==> config.mk <==
export PLATFORM = sky130hd
export DESIGN_NAME = control_unit
export DESIGN_NICKNAME = d
export VERILOG_FILES = /design/src/rtl/control_unit.sv
export SDC_FILE = /design/constraint.sdc
export NUM_CORES = 1
export LEC_CHECK = 0
export BUFFER_PORTS_ARGS = -buffer_cell sky130_fd_sc_hd__buf_4
export CORE_AREA = 2 2 39 41
export DETAILED_ROUTE_END_ITERATION = 6
export DIE_AREA = 0 0 41 43
export GPL_ROUTABILITY_DRIVEN = 0
export PLACE_DENSITY = 0.55
export SLEW_MARGIN = 20
export SYNTH_ARGS = -nofsm -noshare
export SYNTH_HDL_FRONTEND = slang
export SYNTH_SLANG_ARGS = --single-unit
==> constraint.sdc <==
create_clock -name clk -period 2.05 [get_ports clk]
set_input_delay 0.205 -clock clk [delete_from_list [all_inputs] [get_ports clk]]
set_output_delay 0.205 -clock clk [all_outputs]
set_load 0.01 [all_outputs]
==> src/rtl/control_unit.sv <==
// Main decoder for the pipelined MIPS core (ID stage).
// Decodes the 6-bit opcode into datapath control signals plus an IF/ID flush
// request. All outputs are registered (one-cycle latency) and feed the ID/EX
// pipeline register.
//
// Ports:
//   clk      - rising-edge clock
//   reset    - synchronous, active-high; clears every output
//   stall    - hazard-unit bubble request; loads every output with 0
//   opcode   - instruction bits [31:26]
//   Regdst, Jump, Branch, Memread, MemtoReg, Memwrite, ALUSrc, Regwrite,
//   ALUOp[1:0], flush - registered control outputs
module control_unit (
  input  logic       clk,
  input  logic       reset,
  input  logic       stall,
  input  logic [5:0] opcode,
  output logic       Regdst,
  output logic       Jump,
  output logic       Branch,
  output logic       Memread,
  output logic       MemtoReg,
  output logic       Memwrite,
  output logic       ALUSrc,
  output logic       Regwrite,
  output logic [1:0] ALUOp,
  output logic       flush
);

  typedef struct packed {
    logic       regdst;
    logic       jump;
    logic       branch;
    logic       memread;
    logic       memtoreg;
    logic       memwrite;
    logic       alusrc;
    logic       regwrite;
    logic [1:0] aluop;
    logic       flush;
  } ctrl_t;

  localparam logic [5:0] OpRtype = 6'b000000;
  localparam logic [5:0] OpAlt0  = 6'b100000;
  localparam logic [5:0] OpAlt1  = 6'b100010;
  localparam logic [5:0] OpAlt2  = 6'b100100;
  localparam logic [5:0] OpAlt3  = 6'b100101;
  localparam logic [5:0] OpAlt4  = 6'b101010;
  localparam logic [5:0] OpLw    = 6'b100011;
  localparam logic [5:0] OpSw    = 6'b101011;
  localparam logic [5:0] OpBeq   = 6'b000100;
  localparam logic [5:0] OpJ     = 6'b000010;

  localparam logic [1:0] AluAdd   = 2'b00;
  localparam logic [1:0] AluSub   = 2'b01;
  localparam logic [1:0] AluFunct = 2'b10;

  ctrl_t ctrl_d, ctrl_q;

  // Combinational decode; unknown or X/Z opcodes fall to the all-zero NOP.
  always_comb begin
    ctrl_d = '0;
    case (opcode)
      OpRtype, OpAlt0, OpAlt1, OpAlt2, OpAlt3, OpAlt4: begin
        ctrl_d.regdst   = 1'b1;
        ctrl_d.regwrite = 1'b1;
        ctrl_d.aluop    = AluFunct;
      end
      OpLw: begin
        ctrl_d.memread  = 1'b1;
        ctrl_d.memtoreg = 1'b1;
        ctrl_d.alusrc   = 1'b1;
        ctrl_d.regwrite = 1'b1;
        ctrl_d.aluop    = AluAdd;
      end
      OpSw: begin
        ctrl_d.memwrite = 1'b1;
        ctrl_d.alusrc   = 1'b1;
        ctrl_d.aluop    = AluAdd;
      end
      OpBeq: begin
        ctrl_d.branch = 1'b1;
        ctrl_d.aluop  = AluSub;
        ctrl_d.flush  = 1'b1;
      end
      OpJ: begin
        ctrl_d.jump  = 1'b1;
        ctrl_d.flush = 1'b1;
      end
      default: ctrl_d = '0;
    endcase
  end

  // Reset has priority over stall; both insert an all-zero bubble.
  always_ff @(posedge clk) begin
    if (reset) begin
      ctrl_q <= '0;
    end else if (stall) begin
      ctrl_q <= '0;
    end else begin
      ctrl_q <= ctrl_d;
    end
  end

  assign Regdst   = ctrl_q.regdst;
  assign Jump     = ctrl_q.jump;
  assign Branch   = ctrl_q.branch;
  assign Memread  = ctrl_q.memread;
  assign MemtoReg = ctrl_q.memtoreg;
  assign Memwrite = ctrl_q.memwrite;
  assign ALUSrc   = ctrl_q.alusrc;
  assign Regwrite = ctrl_q.regwrite;
  assign ALUOp    = ctrl_q.aluop;
  assign flush    = ctrl_q.flush;

endmodule

==> run summary, run 1 <==
status - completed
Crit Path Max Fanout - 6
Placed Instances - 66
post-synth top area cell - dfxtp_1
Post-DRT Antenna Nets - 0
fin. max-slew vios - 0
synthesis-stage register bit count - 10
wirelength, routed - 617 um
Root Buffer - clkbuf_4
number of nets in the layout - 64
H-tree Lvls - 1
# clock sinks - 10
setup tns final - 0 ns
Max-Cap Viols - 0
DRC Markers - 0
Post-CTS Setup Bufs - 0
total power - 348.7 uW
Fmax - 0.8687 GHz
Netlist cell types - 16
Initial Util - 24.32%
sequential area share after synthesis - 59.48%
I/O Buffers - 19
maximum clock path buffer count - 2
hold buffer count at cts - 0
Post-Syn Nets - 42
TritonRoute pass-1 iters - 2
initial antenna violation count - 0
Hold Crit Class - in -> reg
# diodes - 0
Least-Margin Pin Slew - 0.2941 ns
grt ovf - 0
VDD IR max - 235.3 uV
global-route wire length before repair - 814 um
crit path time final - 1.151 ns
cell area after placement - 486.7 um2
WP data required - 2.24 ns
Relative slew margins - 80.30%
CTS Buf Count - 3
layout overhead on the synthesized area - 51.30%
CTS tree - done
vias after detailed routing - 301
Startpoint Class - input pin
Die Span Y - 43 um
final hold violations - 0
fraction of layout cells with a size suffix above 1 - 47.17%
Final period util - 56.15%
Setup crit end kind - register
number of global-route vias before repair - 211
Synth Warn # - 0
critical path arrival - 1.34 ns
post-cts resize count - 0
Post-Synthesis Cells - 33
Setup-failing EPs final - 0
Ports - 20
std cell rows - 14
Design Area, Final - 509.2 um2
full die area - 1763 um2
largest net degree at the start of global routing - 7
main area contributors after synthesis - dfxtp_1 59%, a21oi_1 5.9%, nor2_1 5.6%
fill cell count - 149
die width - 41 um
post-synthesis cell area - 336.6 um2
commonest non-fill, non-tap cell in the layout - buf_4
Pleak - 0.2205 nW
Avg Cell Area, Syn - 10.20 um2
DRT iter0 DRCs - 3
Placeable Area - 1384 um2
clk slew on worst S/H paths - 0.06 ns
CP Class - in -> reg
commonest non-fill, non-tap cells in the layout - 19 x buf_4, 10 x dfxtp_1, 5 x nor2_1
top-area cell type share of the netlist area - 59.48%
pwr dens - 684.7 nW/um2
DR WL/cell - 8.942 um
post-DP HPWL - 500.1 um
Via density - 4.362
GR Util All Layers - 7.762%
RSZ-0062 raised after global routing - no
fin cells - 69
routing by layer:
| metal | global-route usage, % | part of all wire [%] | up-vias |
|---|---|---|---|
| li1 | - | - | 156 |
| met2 | 8.750 | 39 | 18 |
| met4 | 10.00 | 1.1 | 0 |
| met3 | 5.236 | 15 | 2 |
| met5 | 0 | 0 | - |
| met1 | 7.818 | 45 | 125 |
synth_stat cells:
cell and instances:
nor3_1 1, a21oi_2 1, and2_1 1, a21oi_1 4
a31oi_1 1, nand2b_1 2, nor2_1 5, dfxtp_1 10
or4_4 1, nand4b_1 1, nor4_1 1, buf_4 1
nand3_1 1, buf_2 1, or3b_2 1, or3_1 1
final timing paths:
kind / startpoint / end / slack (ns) / depth (start not counted)
worst max-delay path: opcode[4] / Branch$_SDFF_PP0_ / 0.90 / 4
worst min-delay path: opcode[3] / Memread$_SDFF_PP0_ / 0.16 / 2
flip-flops by register name, summed over array words and instances, names as in the netlist:
signal,flops
Regwrite,1
Memwrite,1
Memread,1
ALUSrc,1
Regdst,1
flush,1
Branch,1
Jump,1
ALUOp,2
where the power goes:
part / internal (mW) / leakage [nW] / switching (mW)
clock network: 0.0671 / 0.0138 / 0.0546
logic: 0.0164 / 0.126 / 0.0143
registers: 0.196 / 0.0806 / 0.000354
total: 0.279 / 0.221 / 0.0692
area by class of cell:
type | count | area, um2 | area share (%)
well taps | 16 | 20.02 | 3.931
clock buffers | 3 | 22.52 | 4.423
repair buffers | 19 | 142.6 | 28.01
multi-input cells | 21 | 123.9 | 24.32
flip-flops and latches | 10 | 200.2 | 39.31
logic make-up after synthesis:
group,after synthesis,share of synthesized area [%]
buf+inv,2,3.717
compound gates,6,10.41
flops,10,59.48
simple gates,15,26.40
per-stage QoR:
| stage | util [%] | setup slack [ns] | hold slack (ns) |
|---|---|---|---|
| 2_1_floorplan | - | 0.7530 | 0.2843 |
| 3_3_place_gp | 35.17 | 0.6415 | 0.4344 |
| 3_5_place_dp | 35.17 | 0.6292 | 0.4265 |
| 4_1_cts | 36.80 | 0.8980 | 0.1519 |
| 5_1_grt | 36.80 | 0.8357 | 0.1550 |
| 6_report | 36.80 | 0.8989 | 0.1643 |
worst max-delay path, stage by stage:
cell	delay (ns)
buf_4	0.10
or3_1	0.44
or4_4	0.47
nor2_1	0.12
Note: power is estimated with default switching activity, not from simulation.
==> run 2, diff against run 1 <==
--- a/config.mk
+++ b/config.mk
@@ -5,12 +5,13 @@
 export SDC_FILE = /design/constraint.sdc
 export NUM_CORES = 1
 export LEC_CHECK = 0
+export ABC_AREA = 1
 export BUFFER_PORTS_ARGS = -buffer_cell sky130_fd_sc_hd__buf_4
 export CORE_AREA = 2 2 39 41
 export DETAILED_ROUTE_END_ITERATION = 6
 export DIE_AREA = 0 0 41 43
 export GPL_ROUTABILITY_DRIVEN = 0
-export PLACE_DENSITY = 0.55
+export PLACE_DENSITY = 0.62
 export SLEW_MARGIN = 20
 export SYNTH_ARGS = -nofsm -noshare
 export SYNTH_HDL_FRONTEND = slang
==> constraint.sdc (replaced) <==
create_clock -name clk -period 1.1 [get_ports clk]
set_input_delay 0.11 -clock clk [delete_from_list [all_inputs] [get_ports clk]]
set_output_delay 0.11 -clock clk [all_outputs]
set_load 0.01 [all_outputs]
==> run summary, run 2 <==
commonest non-fill, non-tap cell in the layout - buf_4 (unchanged)
Post-CTS Setup Bufs - 0 (unchanged)
DRC Markers - 0 (unchanged)
# diodes - 0 (unchanged)
Post-synth EDFFs - 0 (unchanged)
most common cell in the netlist - nor2_1 (was dfxtp_1)
share of flip-flops with an asynchronous set or reset - 0% (unchanged)
status - completed (unchanged)
slowest cell on the critical path - dfxtp_1 (was or4_4)
GR Util All Layers - 10.97% (was 7.762%)
Ports - 20 (unchanged)
hold buffer count at cts - 0 (unchanged)
Root Buffer - clkbuf_4 (unchanged)
full die area - 1763 um2 (unchanged)
post-DP HPWL - 666.5 um (was 500.1 um)
Max-Cap Viols - 0 (unchanged)
CTS Buf Count - 3 (unchanged)
DRT iter0 DRCs - 11 (was 3)
# clock sinks - 10 (unchanged)
setup tns final - 0 ns (unchanged)
Fmax - 1.237 GHz
Setup crit end kind - output pin (was register)
RSZ-0062 raised after global routing - no (unchanged)
std cell rows - 14 (unchanged)
CP Class - reg -> out (was in -> reg)
Design Area, Final - 598.1 um2 (was 509.2 um2)
Post-Synthesis Cells - 54 (was 33)
post-cts resize count - 0 (unchanged)
Hold Crit Class - in -> reg (unchanged)
DR WL/cell - 8.681 um (was 8.942 um)
Post-DRT Antenna Nets - 0 (unchanged)
Crit Path Max Fanout - 2 (was 6)
pwr dens - 1131 nW/um2 (was 684.7 nW/um2)
wirelength, routed - 790 um (was 617 um)
maximum clock path buffer count - 2 (unchanged)
number of nets in the layout - 86 (was 64)
max reg flops - 2 (unchanged)
fill cell count - 147 (was 149)
clk slew on worst S/H paths - 0.06 ns (about the same)
WP data required - 0.99 ns (was 2.24 ns)
main area contributors after synthesis - dfxtp_1 48%, nor2_1 12%, nand3_2 7.1% (was dfxtp_1 59%, a21oi_1 5.9%, nor2_1 5.6%)
sequential area share after synthesis - 47.62% (was 59.48%)
Relative slew margins - 83.96% (was 80.30%)
Startpoint Class - register (was input pin)
VDD IR max - 337.3 uV (was 235.3 uV)
Setup-failing EPs final - 0 (unchanged)
fin util - 43.22% (was 36.80%)
crit path time final - 0.8084 ns
Netlist cell types - 12 (was 16)
fin. max-slew vios - 0 (unchanged)
number of global-route vias before repair - 367 (was 211)
Final period util - 73.50%
global-route wire length before repair - 1283 um (was 814 um)
Avg Cell Area, Syn - 7.785 um2 (was 10.20 um2)
Pleak - 0.2933 nW (was 0.2205 nW)
Post-Syn Nets - 63 (was 42)
I/O Buffers - 19 (unchanged)
layout overhead on the synthesized area - 42.26% (was 51.30%)
grt ovf - 0 (unchanged)
Via density - 4.286 (was 4.362)
initial antenna violation count - 0 (unchanged)
Die Span Y - 43 um (unchanged)
H-tree Lvls - 1 (unchanged)
Main synth FF type - dfxtp_1 (unchanged)
cells along the critical path - buf_4 (was buf_4 -> or3_1 -> or4_4 -> nor2_1)
synthesis-stage register bit count - 10 (unchanged)
Initial Util - 30.38% (was 24.32%)
Least-Margin Pin Slew - 0.2398 ns (was 0.2941 ns)
Synth Warn # - 0 (unchanged)
top-area cell type share of the netlist area - 47.62% (was 59.48%)
Crit path max-delay family - flip-flops (was simple AND/OR/NAND/NOR gates)
critical path arrival - 0.70 ns (was 1.34 ns)
die width - 41 um (unchanged)
TritonRoute pass-1 iters - 4 (was 2)
post-synth top area cell - dfxtp_1 (unchanged)
post-synthesis cell area - 420.4 um2 (was 336.6 um2)
final hold violations - 0 (unchanged)
largest net degree at the start of global routing - 7 (unchanged)
commonest non-fill, non-tap cells in the layout - 19 x buf_4, 13 x nor2_1, 10 x dfxtp_1 (was 19 x buf_4, 10 x dfxtp_1, 5 x nor2_1)
Critical Path Max Stage Delay - 0.33 ns (was 0.47 ns)
CP Buf/Inv Count - 1 (unchanged)
cell area after placement - 575.6 um2 (was 486.7 um2)
vias after detailed routing - 390 (was 301)
fraction of layout cells with a size suffix above 1 - 42.67% (was 47.17%)
commonest cells in the netlist - 13 x nor2_1, 10 x dfxtp_1, 7 x nand2_1 (was 10 x dfxtp_1, 5 x nor2_1, 4 x a21oi_1)
Placeable Area - 1384 um2 (unchanged)
CTS tree - done (unchanged)
## run 2: kinds of logic (layout without fill, tap and decap cells)
| family | count (synthesis) | after routing | synth area share (%) |
|---|---|---|---|
| buffers and inverters | 8 | 29 | 8.038 |
| AOI/OAI and AO/OA | 1 | 1 | 1.189 |
| DFF | 10 | 10 | 47.62 |
| and+or+nand+nor | 35 | 35 | 43.16 |
## run 2: power by group
part | switching, mW | internal (mW) | leakage, nW
clock | 0.102 | 0.125 | 0.0138
combinational | 0.0463 | 0.0367 | 0.199
sequential | 0.000761 | 0.365 | 0.0806
total | 0.149 | 0.527 | 0.293
## run 2: final cells by class
type                            instances  area (um2)  area share [%]
Clock buffer                            3       22.52           3.766
Sequential cell                        10       200.2           33.47
Tap cell                               16       20.02           3.347
Multi-Input combinational cell         36       186.4           31.17
Inverter                                7       26.28           4.393
Timing Repair Buffer                   19       142.6           23.85
## run 2: metal layers
metal	vias to the layer above	global-route usage, %	part of all wire (%)	wire length, um
li1	207	-	-	-
met1	171	11.97	42	334
met2	12	16.88	51	399
met3	0	3.141	7.1	56
met4	0	8.000	0	0
met5	-	0	0	0
## run 2: stage by stage
step                instances  hold slack (ns)  power, mW  worst slack (ns)
finish                     91          0.06836     0.6766            0.2916
global route               91          0.05637     0.7187            0.2404
CTS                        91          0.05703     0.6907            0.2747
detailed placement         88           0.3338     0.4572            0.2381
global placement           88           0.3316     0.4564            0.2636
floorplan                  54           0.1824     0.4148            0.4521
## run 2: worst paths after layout
kind	startpoint	endpoint	slack (ns)	cells past startpoint
setup / recovery	Memread$_SDFF_PP0_	MemtoReg	0.29	1
hold / removal	opcode[2]	ALUSrc$_SDFF_PP0_	0.07	2
==> run 3, diff against run 2 <==
==> constraint.sdc (replaced) <==
create_clock -name clk -period 0.8 [get_ports clk]
set_input_delay 0.08 -clock clk [delete_from_list [all_inputs] [get_ports clk]]
set_output_delay 0.08 -clock clk [all_outputs]
set_load 0.01 [all_outputs]
==> run summary, run 3 (synthesis gave the netlist of run 2 again) <==
Hold Crit Depth - 2 (unchanged)
number of nets in the layout - 86 (unchanged)
Die Span Y - 43 um (unchanged)
Crit Path Max Fanout - 2 (unchanged)
post-DP HPWL - 666.5 um (unchanged)
Relative slew margins - 84.07% (was 83.96%)
critical path arrival - 0.69 ns (was 0.70 ns)
cells along the critical path - buf_6 (was buf_4)
grt ovf - 0 (unchanged)
Placed Instances - 88 (unchanged)
DRC Markers - 0 (unchanged)
die width - 41 um (unchanged)
cell area after placement - 575.6 um2 (unchanged)
crit path time final - 0.7740 ns
H-tree Lvls - 1 (unchanged)
Fmax - 1.292 GHz
total power - 931.6 uW (was 676.6 uW)
commonest non-fill, non-tap cells in the layout - 13 x nor2_1, 13 x buf_4, 7 x nand2_1 (was 19 x buf_4, 13 x nor2_1, 10 x dfxtp_1)
Setup-failing EPs final - 0 (unchanged)
clk slew on worst S/H paths - 0.06 ns (about the same)
wirelength, routed - 790 um (unchanged)
# clock sinks - 10 (unchanged)
Critical Path Max Stage Delay - 0.34 ns (was 0.33 ns)
Via density - 4.330 (was 4.286)
global-route wire length before repair - 1283 um (unchanged)
setup tns final - 0 ns (unchanged)
Post-DRT Antenna Nets - 0 (unchanged)
fin cells - 91 (unchanged)
full die area - 1763 um2 (unchanged)
fin. max-slew vios - 0 (unchanged)
Post-Place Setup Slack - -0.03187 ns (was 0.2381 ns)
DR WL/cell - 8.681 um (unchanged)
pwr dens - 1486 nW/um2 (was 1131 nW/um2)
max reg flops - 2 (unchanged)
fin util - 45.30% (was 43.22%)
layout overhead on the synthesized area - 49.11% (was 42.26%)
std cell rows - 14 (unchanged)
final hold violations - 0 (unchanged)
Endpoint, Worst Hold - ALUSrc$_SDFF_PP0_ (unchanged)
Design Area, Final - 626.9 um2 (was 598.1 um2)
CTS tree - done (unchanged)
Placeable Area - 1384 um2 (unchanged)
initial antenna violation count - 0 (unchanged)
final worst slack - 0.02598 ns (was 0.2916 ns)
DRT iter0 DRCs - 11 (unchanged)
Root Buffer - clkbuf_4 (unchanged)
status - completed (unchanged)
Post-CTS Setup Bufs - 0 (unchanged)
RSZ-0062 raised after global routing - yes (was no)
fraction of layout cells with a size suffix above 1 - 49.33% (was 42.67%)
Final period util - 96.75%
Crit path max-delay family - flip-flops (unchanged)
slowest cell on the critical path - dfxtp_2 (was dfxtp_1)
Sw Pwr - 206.1 uW (was 149.5 uW)
CP Buf/Inv Count - 1 (unchanged)
GR Util All Layers - 10.97% (unchanged)
# diodes - 0 (unchanged)
sw frac - 22.12% (was 22.09%)
TritonRoute pass-1 iters - 4 (unchanged)
Hold Path Origin - opcode[2] (unchanged)
CP Class - reg -> out (unchanged)
number of global-route vias before repair - 367 (unchanged)
vias after detailed routing - 394 (was 390)
Ports - 20 (unchanged)
I/O Buffers - 19 (unchanged)
Least-Margin Pin Slew - 0.2381 ns (was 0.2398 ns)
Max-Cap Viols - 0 (unchanged)
CTS Buf Count - 3 (unchanged)
Startpoint Class - register (unchanged)
maximum clock path buffer count - 2 (unchanged)
Hold Crit Class - in -> reg (unchanged)
Seq pwr share - 54.1% (about the same)
Int Pwr - 725.5 uW (was 527.1 uW)
WP data required - 0.72 ns (was 0.99 ns)
Clock Power Share - 33.6% (about the same)
Pleak - 0.3001 nW (was 0.2933 nW)
largest net degree at the start of global routing - 7 (unchanged)
VDD IR max - 463.9 uV (was 337.3 uV)
Comb pwr share - 12.3% (about the same)
Initial Util - 30.38% (unchanged)
Hold WS - 0.03196 ns (was 0.06836 ns)
Setup crit end kind - output pin (unchanged)
-- run 3: final cells by class --
cell class / count / area [um2]
inverter: 7 / 26.28
clock buffer: 3 / 22.52
timing repair buffer: 19 / 165.2
fill: 148 / 757.0
tap: 16 / 20.02
sequential: 10 / 206.4
multi-input combinational: 36 / 186.4
-- run 3: power by group through the flow --
stage | logic [mW] | registers [mW] | clock network (mW)
2_1_floorplan | 0.0536 | 0.517 | 0
3_3_place_gp | 0.113 | 0.514 | 0
3_5_place_dp | 0.114 | 0.514 | 0
4_1_cts | 0.115 | 0.503 | 0.332
5_1_grt | 0.128 | 0.504 | 0.357
6_report | 0.115 | 0.504 | 0.313
-- run 3: what timing repair did --
action / in CTS / in global routing
resized for setup: 0 / 11
endpoints found under the hold margin: 0 / 0
setup endpoints to repair: 0 / 6
hold buffers: 0 / 0
-- run 3: how the worst max path moves through the flow --
| stage | slack (ns) | depth (start not counted) | start | end |
|---|---|---|---|---|
| after CTS | 0.005 | 1 | Memread$_SDFF_PP0_ | MemtoReg |
| after global placement | -0.006 | 6 | opcode[1] | Regwrite$_SDFF_PP0_ |
| after detailed placement | -0.03 | 6 | opcode[4] | Memwrite$_SDFF_PP0_ |
| after global routing | -0.01 | 1 | Memread$_SDFF_PP0_ | Memread |
| final | 0.03 | 1 | Memread$_SDFF_PP0_ | MemtoReg |
| after floorplan | 0.18 | 5 | opcode[1] | Regwrite$_SDFF_PP0_ |
-- run 3: routing by layer --
| metal | GRT usage, % | wire length (um) | up-vias |
|---|---|---|---|
| li1 | - | - | 207 |
| met1 | 11.97 | 328 | 173 |
| met2 | 16.88 | 413 | 14 |
| met3 | 3.141 | 49 | 0 |
| met4 | 8.000 | 0 | 0 |
| met5 | 0 | 0 | - |
